--- config.mk ---
export PLATFORM = sky130hd
export DESIGN_NAME = csi2_pkt_scheduler
export DESIGN_NICKNAME = d
export VERILOG_FILES = /design/src/rtl/csi2_pkt_scheduler.sv
export SDC_FILE = /design/constraint.sdc
export NUM_CORES = 1
export LEC_CHECK = 0
export CAP_MARGIN = 20
export CORE_UTILIZATION = 54
export CTS_CLUSTER_DIAMETER = 50
export DETAILED_ROUTE_END_ITERATION = 12
export PLACE_DENSITY_LB_ADDON = 0.08
export SLEW_MARGIN = 20
export SYNTH_ARGS = -nofsm -noshare
export SYNTH_HDL_FRONTEND = slang
export SYNTH_SLANG_ARGS = --single-unit
--- constraint.sdc ---
create_clock -name clk_byte_i -period 4.44 [get_ports clk_byte_i]
set_clock_uncertainty 0.15 [all_clocks]
set_input_delay 1.332 -clock clk_byte_i [delete_from_list [all_inputs] [get_ports clk_byte_i]]
set_output_delay 1.332 -clock clk_byte_i [all_outputs]
set_load 0.01 [all_outputs]
--- src/rtl/csi2_pkt_scheduler.sv ---
// Round-robin scheduler: grants one of four RX channel FIFOs and streams its packet to the TX link.
// Latency: grant one cycle after req_i; backpressure: waits on hs_ready_i before XFER, never stalls inside XFER.
module csi2_pkt_scheduler #(
    parameter int RX_GEAR    = 8,
    parameter int PKT_GAP    = 4,
    parameter int HS_TIMEOUT = 1023
) (
    input  logic        clk_byte_i,
    input  logic        reset_byte_i,
    input  logic [3:0]  req_i,
    input  logic [3:0]  sp_i,
    input  logic [63:0] wc_i,
    input  logic        hs_ready_i,
    output logic [3:0]  grant_o,
    output logic [1:0]  ch_o,
    output logic        rd_en_o,
    output logic        eop_o,
    output logic        hs_req_o,
    output logic        busy_o,
    output logic        err_o
);
    localparam int          BPB      = RX_GEAR / 8;
    localparam logic [15:0] HS_LAST  = 16'(HS_TIMEOUT - 1);
    localparam logic [7:0]  GAP_LAST = 8'(PKT_GAP - 1);

    typedef enum logic [2:0] {
        IDLE,
        HS_REQ,
        XFER,
        TRAIL,
        GAP
    } state_t;

    state_t      state;
    logic [1:0]  ptr;
    logic        sp_q;
    logic [15:0] wc_q;
    logic [15:0] hs_timer;
    logic [7:0]  gap_cnt;
    logic [16:0] beat_cnt;

    logic [16:0] pkt_bytes;
    logic [16:0] pkt_beats;
    logic [1:0]  sel;
    logic        sel_vld;

    // 17-bit arithmetic so wc=0xFFFF (65541 bytes) cannot wrap.
    always_comb begin
        pkt_bytes = sp_q ? 17'd4 : ({1'b0, wc_q} + 17'd6);
        pkt_beats = (BPB == 2) ? ((pkt_bytes + 17'd1) >> 1) : pkt_bytes;
    end

    // Scan downward so the requester closest to ptr is the one that sticks.
    always_comb begin
        sel     = ptr;
        sel_vld = 1'b0;
        for (int i = 3; i >= 0; i--) begin
            if (req_i[ptr + 2'(i)]) begin
                sel     = ptr + 2'(i);
                sel_vld = 1'b1;
            end
        end
    end

    assign busy_o = (state != IDLE);

    always_ff @(posedge clk_byte_i) begin
        if (reset_byte_i) begin
            state    <= IDLE;
            ptr      <= 2'd0;
            sp_q     <= 1'b0;
            wc_q     <= 16'd0;
            hs_timer <= 16'd0;
            gap_cnt  <= 8'd0;
            beat_cnt <= 17'd0;
            grant_o  <= 4'd0;
            ch_o     <= 2'd0;
            rd_en_o  <= 1'b0;
            eop_o    <= 1'b0;
            hs_req_o <= 1'b0;
            err_o    <= 1'b0;
        end else begin
            err_o <= 1'b0;
            case (state)
                IDLE: begin
                    if (sel_vld) begin
                        grant_o  <= 4'b0001 << sel;
                        ch_o     <= sel;
                        sp_q     <= sp_i[sel];
                        wc_q     <= wc_i[{sel, 4'b0000} +: 16];
                        hs_req_o <= 1'b1;
                        hs_timer <= 16'd0;
                        state    <= HS_REQ;
                    end
                end
                HS_REQ: begin
                    if (hs_ready_i) begin
                        rd_en_o  <= 1'b1;
                        beat_cnt <= 17'd1;
                        eop_o    <= (pkt_beats == 17'd1);
                        state    <= XFER;
                    end else if (hs_timer == HS_LAST) begin
                        err_o    <= 1'b1;
                        grant_o  <= 4'd0;
                        hs_req_o <= 1'b0;
                        state    <= IDLE;
                    end else begin
                        hs_timer <= hs_timer + 16'd1;
                    end
                end
                XFER: begin
                    if (beat_cnt == pkt_beats) begin
                        rd_en_o  <= 1'b0;
                        eop_o    <= 1'b0;
                        grant_o  <= 4'd0;
                        hs_req_o <= 1'b0;
                        ptr      <= ch_o + 2'd1;
                        state    <= TRAIL;
                    end else begin
                        beat_cnt <= beat_cnt + 17'd1;
                        eop_o    <= ((beat_cnt + 17'd1) == pkt_beats);
                    end
                end
                TRAIL: begin
                    if (!hs_ready_i) begin
                        gap_cnt <= 8'd0;
                        state   <= GAP;
                    end
                end
                GAP: begin
                    if (gap_cnt == GAP_LAST) begin
                        state <= IDLE;
                    end else begin
                        gap_cnt <= gap_cnt + 8'd1;
                    end
                end
                default: state <= IDLE;
            endcase
        end
    end
endmodule

## After elaboration in Yosys (flattened, before gate mapping)

Cells that the tools add are included.
Widths: inputs -> output; s select.

- Word-level logic and storage cells: 117
- Input bits: 75
- Output and inout port bits: 11
- Register bits after elaboration: 73

- Eq/ne operators: 20
- Bitwise operators: 1
- Mux-type cells: 52
- Reduce and logical (&&, ||, !) cells: 16
- $lt $le $gt $ge: 5
- Shift operators: 2
- Add/subtract/negate cells: 8

Operator list:

| cell | number |
|---|---|
| $shiftx 64x7->16 | 1 |
| $mux 17 | 3 |
| $mux 16 | 3 |
| $eq 17x17->1 | 2 |
| $pmux 17 s2 | 1 |
| $pmux 16 s2 | 1 |
| $ne 2x2->1 const B | 10 |
| $mux 3 | 6 |
| $add 16x3->17 const B | 1 |
| $add 17x1->17 const B | 1 |
| $eq 17x1->1 const B | 1 |
| $mux 1 | 17 |
| $add 16x1->16 const B | 1 |
| $eq 16x10->1 const B | 1 |
| $mux 4 | 4 |
| $mux 8 | 2 |
| $pmux 8 s2 | 1 |
| $lt 2x3->1 const B | 5 |
| $pmux 3 s5 | 1 |
| $pmux 4 s3 | 1 |
| $bmux 1 s2 | 5 |
| $reduce_and 5->1 | 2 |
| $reduce_and 3->1 | 3 |
| $add 8x1->8 const B | 1 |
| 18 further kinds | 30 |

## Logic depth before layout (Yosys ltp)

Gate-level depths: netlist of the first run.

- Word-level depth: 10
- Mapped depth: 14
- Mapped depth without buffers: 10

## Least setup slack after synthesis of the first run

No wires, ideal clock.

- Path type: input to register
- Start point: input port req_i[1]
- End point: register wc_q[10]
- Arrival: 2.965 ns
- Setup slack: 1.193 ns
- Library setup time: 0.132 ns
- Buffers on the path: 1
- Required time: 4.158 ns
- Stages on the path: 5
- Cell sequence: o32ai_1 clkbuf_1 mux4_2 nand2_1 a21oi_1

- Cells in the longest elaborated chain, start to end: 7
- Elaborated cells between the ends (all ways): 18
- Classes of those cells: shift (1); mux (16); reduce/logical (1)

RTL lines:

| item | RTL line | RTL |
|---|---|---|
| start: declaration | 10 | `input logic [3:0] req_i,` |
| $bmux 1 s2 | 58 | `if (req_i[ptr + 2'(i)]) begin` |
| $mux 1 (not written as such) | 58 |  |
| $mux 2 or $mux 1 (tied branches) (4 in series) | 58 |  |
| $shiftx 64x7->16 or $reduce_and 2->1 (tied branches) | - |  |
| end signal: assignment | 90 | `wc_q <= wc_i[{sel, 4'b0000} +: 16];` |
| end: declaration | 37 | `logic [15:0] wc_q;` |

Parallel ways exist; a longest one is shown, timed or not. The select of a mux whose other input is x is not followed.
A chain may end at the register's enable or synchronous reset.

## Worst setup path after layout of the first run

- Start point: register wc_q[1]
- End point: register beat_cnt[2]

- Cells in the longest elaborated chain, start to end: 5

RTL lines:

| item | RTL line | RTL |
|---|---|---|
| $add 16x3->17 | 49 | `pkt_bytes = sp_q ? 17'd4 : ({1'b0, wc_q} + 17'd6);` |
| $mux 17 | 49 |  |
| $eq 17x17->1 | 112 | `if (beat_cnt == pkt_beats) begin` |
| $ne 2x2->1 (no line) | - |  |
| $reduce_and 3->1 (no line) | - |  |
| end signal: assignment | 120 | `beat_cnt <= beat_cnt + 17'd1;` |
| end: declaration | 40 | `logic [16:0] beat_cnt;` |

No other way between the ends.

==> results summary, run 1 <==
The flow ran to the end, and the final reports show no timing, DRC or antenna violations. The number of synthesized flops with an enable pin came out at 0. The instance area at placement came out at a little over 6000 sq um. The proportion of synthesized chip area in sequential cells is between 20% and 30%. The startpoint identified for the worst hold timing path is grant_o[3].

The cell area power density is ~280 nW/um^2. Among all flip-flop cells after synthesis, the most frequent one is sky130_fd_sc_hd__dfxtp_1. The final number of setup-violating endpoints is 0. The post-route netlist has under 10% of its cells at a drive strength greater than 1. Compared with the post-synthesis result, the final layout area differs by 21.36%.

The element type at the critical path start is a register. The final antenna-violating net count came out at 0. The worst path arrival time came out at around 3800 ps. The clock passes through at most 2 buffers. In this run the static leakage power is 2.231 nW.

For this run the aggregate overflow at the end of global routing stands at 0. The largest net degree at the start of global routing is 33. The number of input and output port buffers inserted came out at 85. Clock latency on the worst-skew pair, taken at its later pin, is 350 ps. The average cell area after synthesis is 8.057 sq um. The initial DRC count is 236. The tool flagged a number of max-cap violations equal to 0. The post-CTS setup-driven buffer insertion count is 0. The post-synthesis register bit count is 73. The internal cell power came out at 1.180 mW. The final number of hold-violating endpoints is 0. The synthesized netlist cell count came out at approximately 640. In the layout the commonest cells are sky130_fd_sc_hd__clkdlybuf4s50_1 (85), sky130_fd_sc_hd__dfxtp_1 (73), sky130_fd_sc_hd__nand2_1 (68). The type of the worst min-delay path is reg2reg. The nature of the critical path endpoint is a register. Registers are responsible for 43.3% of the overall power. In the final timing run, aggregate negative setup slack is 0 ps. The total clock buffers created by CTS came out at 9. The sequential cells in the finished layout cover a total of between 1000 and 1500 sq um. The wire length of the first global-routing pass is around 23000 um.

The detail-routed net length per standard cell is ~16 um. The number of global-route vias before repair was around 4.8k. The post-route clock period utilization came out at 83.69%. Of all flip-flops after synthesis, the portion carrying an async set or reset was 0%. The clock net in this run drives a total of 73 sinks. The multi-input logic area came out at ~3400 sq um. The maximum achievable frequency came out at about 0.27 GHz. The final standard cell area without fillers came out at ~6200 sq um.

The TritonCTS clock tree is done. The mapped cell area is between 5000 and 6000 sq um. The maximum fanout count along the critical path is 12.

At the worst endpoint, the required time is 4530 ps. Once routing completed, OpenROAD measured the worst setup slack at between 700 and 800 ps. The sum of net half-perimeters after detailed placement came out at around 11000 um. The filler cell count came out at 787.

The initial core utilization came out at a little under three fifths. The final wirelength is about 14000 um. Counting I/O delays and the setup requirement, the final critical path takes roughly 3700 ps. The DRC violations left came out at 0. The initial antenna violation count was 0. The die area came out at roughly 9900 sq um. The slew at the pin with the worst max-slew slack is between 800 and 900 ps. The number of primary I/O pins came out at between 80 and 90.

The worst supply voltage drop on vdd is ~160 uV. The combinational cell fraction of total power came out at between 20% and 30%. Global routing consumed, over all layers together, between 20 and 30% of the routing resources. The leading cell type in the layout, fill and taps excluded is sky130_fd_sc_hd__clkdlybuf4s50_1. The switching power as a share of total power came out at ~32%. The final max-slew violation count came out at 0. After clock tree synthesis, the clock-pin slew on the worst setup and hold paths is roughly 80 ps. The clock share of power came out at 30.1%. The tree is rooted in a sky130_fd_sc_hd__clkbuf_8. The worst setup timing slack at the placement stage is between 400 and 500 ps.

The worst register-to-register path begins at wc_q[1]. After detailed routing, the number of vias per cell comes to approximately 6.1. The final layout contains around 780 nets.

Before antenna repair, the detailed router went through 4 iterations. Tracing the worst setup path back leads to its startpoint at wc_q[1]. The number of H-tree branching levels is 3. The total inserted antenna cells came out at 0. The number of distinct standard cells referenced by the synthesized netlist came out at 69.

The startpoint-to-endpoint class of the critical path is reg2reg. Setup repair after global routing left no endpoint under its margin. The horizontal die dimension came out at ~100 um. The die is 99.65 um tall. The max-slew headroom at the worst pin came out at 43.17%. The number of buffers inserted for hold repair after clock tree synthesis came out at 0. The core footprint is just over 9000 sq um. The net count after synthesis came out at 719.

The congestion estimate from routability-driven global placement came to 0.8655. The final core area utilization is slightly below 70%. The tightest hold margin is roughly 320 ps.

The post-cts repair resize count came out at 0. The count of warnings emitted by yosys came out at 0. The floorplan row count is 35.

The switching power summed over all nets came out at around 0.56 mW. The routed layout has 5045 vias.
metrics by stage:
step,total power [mW],cells
finish,1.739,833
global route,1.830,833
CTS,1.747,833
detailed placement,1.227,817
global placement,1.212,817
floorplan,1.069,639
layer usage:
| metal | share of wire (%) | up-vias | track usage [%] |
|---|---|---|---|
| met4 | 3.5 | 0 | 13.69 |
| met3 | 5.4 | 37 | 5.762 |
| met5 | 0 | - | 0 |
| li1 | - | 2477 | - |
| met1 | 44 | 2359 | 36.48 |
| met2 | 47 | 172 | 47.65 |
cell families (layout without fill, tap and decap cells):
kind of cell / Yosys count / count (layout) / synth area share [%]
xor+xnor: 47 / 47 / 7.995
flops: 73 / 73 / 28.38
compound gates: 130 / 130 / 17.42
simple gates: 293 / 293 / 29.84
mux: 29 / 29 / 9.842
fa+ha+maj: 5 / 5 / 1.215
buf+inv: 62 / 127 / 5.298
registers in the layout (all words and copies together) (netlist names):
| signal | flops |
|---|---|
| wc_q | 16 |
| gap_cnt | 8 |
| state | 3 |
| eop_o | 1 |
| beat_cnt | 17 |
| err_o | 1 |
| sp_q | 1 |
| ptr | 2 |
| hs_timer | 16 |
| hs_req_o | 1 |
| ch_o | 2 |
| grant_o | 4 |
| rd_en_o | 1 |
final timing paths:
path	end	cells after the start	slack, ps
hold reg to reg	grant_o[3]	1	320
setup reg to reg	beat_cnt[2]	11	720
setup / recovery	beat_cnt[2]	11	720
hold / removal	grant_o[3]	1	320
cell usage after synthesis, types with 4 or more instances:
master / instances / area [sq um]
sky130_fd_sc_hd__dfxtp_1: 73 / 1461
sky130_fd_sc_hd__nand2_1: 68 / 255.2
sky130_fd_sc_hd__nor2_1: 59 / 221.5
sky130_fd_sc_hd__a21oi_1: 37 / 185.2
sky130_fd_sc_hd__clkbuf_1: 32 / 120.1
sky130_fd_sc_hd__nand3_1: 29 / 145.1
sky130_fd_sc_hd__nor3_1: 26 / 130.1
sky130_fd_sc_hd__xnor2_1: 25 / 219.0
sky130_fd_sc_hd__xor2_1: 22 / 192.7
sky130_fd_sc_hd__nand4_1: 20 / 125.1
sky130_fd_sc_hd__o31ai_1: 18 / 135.1
sky130_fd_sc_hd__mux4_2: 17 / 382.9
sky130_fd_sc_hd__inv_1: 15 / 56.30
sky130_fd_sc_hd__nor4_1: 14 / 87.58
sky130_fd_sc_hd__a21o_1: 13 / 97.59
sky130_fd_sc_hd__nor2b_1: 13 / 81.33
sky130_fd_sc_hd__o21ai_0: 13 / 65.06
sky130_fd_sc_hd__nand2b_1: 10 / 62.56
sky130_fd_sc_hd__mux2i_1: 9 / 90.09
sky130_fd_sc_hd__or3_1: 9 / 56.30
sky130_fd_sc_hd__and3_1: 8 / 50.05
sky130_fd_sc_hd__buf_2: 8 / 40.04
sky130_fd_sc_hd__a211oi_1: 7 / 52.55
sky130_fd_sc_hd__nor3b_1: 7 / 52.55
sky130_fd_sc_hd__a31oi_1: 6 / 37.54
sky130_fd_sc_hd__and4_1: 5 / 43.79
sky130_fd_sc_hd__ha_1: 5 / 62.56
sky130_fd_sc_hd__or4_1: 5 / 37.54
sky130_fd_sc_hd__buf_4: 4 / 30.03
sky130_fd_sc_hd__nand3b_1: 4 / 30.03
sky130_fd_sc_hd__or2_2: 4 / 25.02
power by group through the flow:
stage	sequential, mW	combinational, mW	clock (mW)
2_1_floorplan	0.726	0.343	0
4_1_cts	0.750	0.464	0.532
5_1_grt	0.759	0.511	0.560
6_report	0.753	0.463	0.523
3_3_place_gp	0.762	0.450	0
3_5_place_dp	0.765	0.461	0
layout make-up:
type | instances | area share [%]
Clock inverter | 6 | 1.081
Sequential cell | 73 | 23.39
Tap cell | 129 | 2.583
Timing Repair Buffer | 96 | 14.94
Inverter | 15 | 0.9011
Multi-Input combinational cell | 504 | 55.07
Clock buffer | 10 | 2.042
critical path, cell delays in order (launching register included):
cell,delay (ps)
sky130_fd_sc_hd__dfxtp_1,550
sky130_fd_sc_hd__inv_1,80
sky130_fd_sc_hd__ha_1,270
sky130_fd_sc_hd__and4b_1,470
sky130_fd_sc_hd__mux2i_1,230
sky130_fd_sc_hd__o221ai_1,280
sky130_fd_sc_hd__nor4_1,370
sky130_fd_sc_hd__nand4_1,250
sky130_fd_sc_hd__o21ai_1,390
sky130_fd_sc_hd__buf_4,230
sky130_fd_sc_hd__nor3b_1,60
sky130_fd_sc_hd__a211o_1,280
Note: power is estimated with default switching activity, not from simulation.
==> inputs of run 2 (changes only) <==
CORE_UTILIZATION = 49   (was 54)
clock period = 3.4 ns   (was 4.44 ns; I/O delays follow)
==> run 2 against run 1 <==
Clock power rose by 74%. Critical path depth did not move. Non-clock buffer count up 22. Critical path type unchanged. Global-route usage decreased by 1.6 points. Setup slack got worse by 560 ps. Via count up 2.1%. Sequential cell count did not move. Critical endpoint is now ptr[1]. Die area up 10%. Power is 46% higher. Hold slack gained 9.0 ps. First-iteration DRC count rose by 20%. Core utilization shrank 4.2 points.
==> results summary, run 2 (synthesized netlist as in run 1, its figures left out) <==
The final instance count without filler cells came out at 862 (was 833). The leading cell type in the layout, fill and taps excluded is sky130_fd_sc_hd__clkdlybuf4s50_1 (unchanged). Setup repair after global routing missed its margin: no (unchanged). The leakage dissipation came out at 2.390 nW (was 2.231 nW). The number of primary I/O pins is 86 (unchanged). The final max-slew violation count came out at 0 (unchanged). The slew at the pin with the worst max-slew slack came to 687.5 ps (was 851.6 ps). The tightest hold margin is 330.4 ps (was 321.5 ps). The final critical path time including I/O delays and setup came out at 3236 ps (was 3716 ps). The global-route usage over all layers came out at 27.33% (was 28.95%). The cell area power density came out at 390.8 nW/um^2 (was 278.4 nW/um^2). The final number of hold-violating endpoints came out at 0 (unchanged). The most flop-heavy register is beat_cnt (unchanged).

The detail-routed net length per standard cell came to 16.42 um (was 16.48 um). Largest regs: beat_cnt: 17 flops, hs_timer: 16 flops, wc_q: 16 flops (unchanged). The cell with the largest stage delay on the worst path is sky130_fd_sc_hd__or4_1 (was sky130_fd_sc_hd__dfxtp_1). The nature of the critical path endpoint is a register (unchanged). The post-cts repair resize count came out at 0 (unchanged). The total buffers and inverters traversed by the critical path came out at 2 (unchanged). The switching power as a share of total power came out at 29.34% (was 32.18%). The wire length of the first global-routing pass came out at 23780 um (was 22960 um).

The horizontal die dimension came to 104.5 um (was 99.65 um). The max-slew headroom at the worst pin came out at 54.00% (was 43.17%). Ordered cell list for the critical path: inv_1, ha_1, nand4b_4, or4_1, and3_1, or2_1, nand3b_1, nor4_4, buf_4, a21oi_1, a311oi_1 (was inv_1, ha_1, and4b_1, mux2i_1, o221ai_1, nor4_1, nand4_1, o21ai_1, buf_4, nor3b_1, a211o_1). The maximum fanout count along the critical path is 8 (was 12). The sum of net half-perimeters after detailed placement came out at 11050 um (was 10700 um).

The slack of the worst reg-to-reg path came out at 160 ps (was 720 ps). The average vias per placed instance is 5.976 (was 6.056). The element type at the critical path start is a register (unchanged).

The number of cells on the worst hold path came to 1 (unchanged). The final wirelength is 14150 um (was 13730 um). The highest layer used for signal routing is met4 (unchanged). The core footprint came out at 10280 sq um (was 9240 sq um). The total number of nets in the final design is 801 (was 779). The total clock buffers created by CTS is 9 (unchanged). The data required time of the critical path was 3520 ps (was 4530 ps). The fraction of layout instances using a drive strength above 1 came out at 11.16% (was 8.381%).

The number of global-route vias before repair came out at 4990 (was 4836). The combinational cell fraction of total power was 26.5% (was 26.6%). The met3 layer wire length in the routed design is 835 um (was 738 um). The overall overflow remaining after global route is 0 (unchanged). The met2 routed wirelength came to 6660 um (was 6517 um).

The cell count after placement came out at 845 (was 817). The reg-to-reg startpoint is wc_q[1] (unchanged). The worst hold path startpoint is hs_req_o (was grant_o[3]). The filler cell count is 930 (was 787).

The final standard cell area without fillers came out at 6518 sq um (was 6248 sq um). The last weighted congestion value of the routability-driven placer came out at 0.9292 (was 0.8655). The kind of cell with the highest combined delay on the critical path was simple AND/OR/NAND/NOR gates (unchanged). The initial DRC count is 283 (was 236).

The endpoint of the worst register-to-register path was ptr[1] (was beat_cnt[2]). The post-CTS setup-driven buffer insertion count came out at 0 (unchanged). The DRC violations left came out at 0 (unchanged).

The number of cell instances on the worst register-to-register path came out at 11 (unchanged). The number of input and output port buffers inserted came to 85 (unchanged). The met1 wire length came out at 6235 um (was 5990 um).

The flip-flop count of the largest register, all copies and words added is 17 (unchanged). The final antenna-violating net count came out at 0 (unchanged). The clock latency on the worst-skew pair was 360 ps (was 350 ps). The instance area at placement came to 6245 sq um (was 6053 sq um). The worst supply voltage drop on vdd came out at 326.0 uV (was 160.5 uV). The internal cell power came out at 1.799 mW (was 1.180 mW). The post-route clock period utilization came out at 95.18% (was 83.69%). The TritonCTS clock tree is done (unchanged).

The number of clock sinks came to 73 (unchanged). The total inserted antenna cells is 0 (unchanged). The number of H-tree branching levels was 3 (unchanged). The worst path arrival time was 3360 ps (was 3810 ps). The type of the worst min-delay path is reg2reg (unchanged). Run status: finished, final reports clean (unchanged). The initial antenna violation count is 0 (unchanged). The clock share of power came out at 35.8% (was 30.1%).

The die area came out at 10920 sq um (was 9929 sq um). The first-pass iteration count of the detailed router came out at 5 (was 4). The vertical extent of the die came out at 104.5 um (was 99.65 um). The root buffer cell is sky130_fd_sc_hd__clkbuf_8 (unchanged). The total negative setup slack is 0 ps (unchanged). The clock input transition at the sequential cells of the worst setup and hold paths came out at 80 ps (about the same). The area overhead of the layout relative to synthesis came out at 26.59% (was 21.36%). The biggest cell delay along the critical path is 530 ps (was 550 ps). The switching power summed over all nets is 0.7473 mW (was 0.5598 mW). The largest net degree at the start of global routing came out at 23 (was 33). The number of gates on the worst path with buffers counted came out at 11 (unchanged).

The part of the power in registers came out at 37.7% (was 43.3%). The number of maximum-capacitance violations is 0 (unchanged). The number of buffers inserted for hold repair after clock tree synthesis is 0 (unchanged).

The startpoint-to-endpoint class of the critical path is reg2reg (unchanged). The worst hold endpoint is hs_req_o (was grant_o[3]). Commonest cells after routing, fill and taps aside: sky130_fd_sc_hd__clkdlybuf4s50_1 (85), sky130_fd_sc_hd__dfxtp_1 (73), sky130_fd_sc_hd__nand2_1 (68) (unchanged). The floorplan row count is 37 (was 35). The maximum achievable frequency came to 0.3090 GHz (was 0.2691 GHz). The initial core utilization is 50.10% (was 55.72%). The number of vias in the routed layout came out at 5151 (was 5045).

The clock tree buffer depth came out at 2 (unchanged). The final number of setup-violating endpoints came out at 0 (unchanged).
==> run 2: cell types whose count changed in the layout (fill, tap and decap cells not counted) <==
cell                         before  now
sky130_fd_sc_hd__buf_12           0    2
sky130_fd_sc_hd__buf_4           11   31
sky130_fd_sc_hd__bufinv_16        1    4
sky130_fd_sc_hd__clkinv_2         1    0
sky130_fd_sc_hd__clkinvlp_4       2    0
==> run 2: how the worst max path moves through the flow <==
stage	start	endpoint	slack (ps)
after global placement	hs_ready_i	eop_o	-60
after detailed placement	hs_ready_i	eop_o	-70
after global routing	wc_q[1]	beat_cnt[10]	6
after CTS	wc_q[1]	beat_cnt[10]	170
final	wc_q[1]	ptr[1]	160
after floorplan	wc_q[1]	grant_o[3]	150
==> run 2: routing by layer <==
layer / global-route usage, % / vias up
met2: 44.37 / 160
li1: - / 2520
met1: 34.18 / 2431
met3: 5.952 / 40
met5: 0 / -
met4: 13.37 / 0
==> run 2: layout make-up <==
cell class | instances | area (sq um) | area share (%)
Multi-Input combinational cell | 504 | 3441 | 52.79
Sequential cell | 73 | 1461 | 22.42
Timing Repair Buffer | 118 | 1124 | 17.24
Tap cell | 136 | 170.2 | 2.611
Clock inverter | 6 | 137.6 | 2.112
Clock buffer | 10 | 127.6 | 1.958
Inverter | 15 | 56.30 | 0.8639
==> run 2: power by group through the flow <==
stage / Clock (mW) / Sequential, mW / Combinational [mW]
6_report: 0.912 / 0.961 / 0.674
3_3_place_gp: 0 / 0.975 / 0.657
5_1_grt: 0.966 / 0.969 / 0.738
3_5_place_dp: 0 / 0.978 / 0.668
4_1_cts: 0.928 / 0.958 / 0.671
2_1_floorplan: 0 / 0.948 / 0.448
==> run 2: through the flow <==
step                power [mW]  utilization, %  worst slack, ps
floorplan                1.396               -            154.5
global placement         1.633           60.76           -57.48
detailed placement       1.646           60.76           -69.36
CTS                      2.557           63.34            170.1
global route             2.673           63.42            5.631
finish                   2.547           63.42            163.8
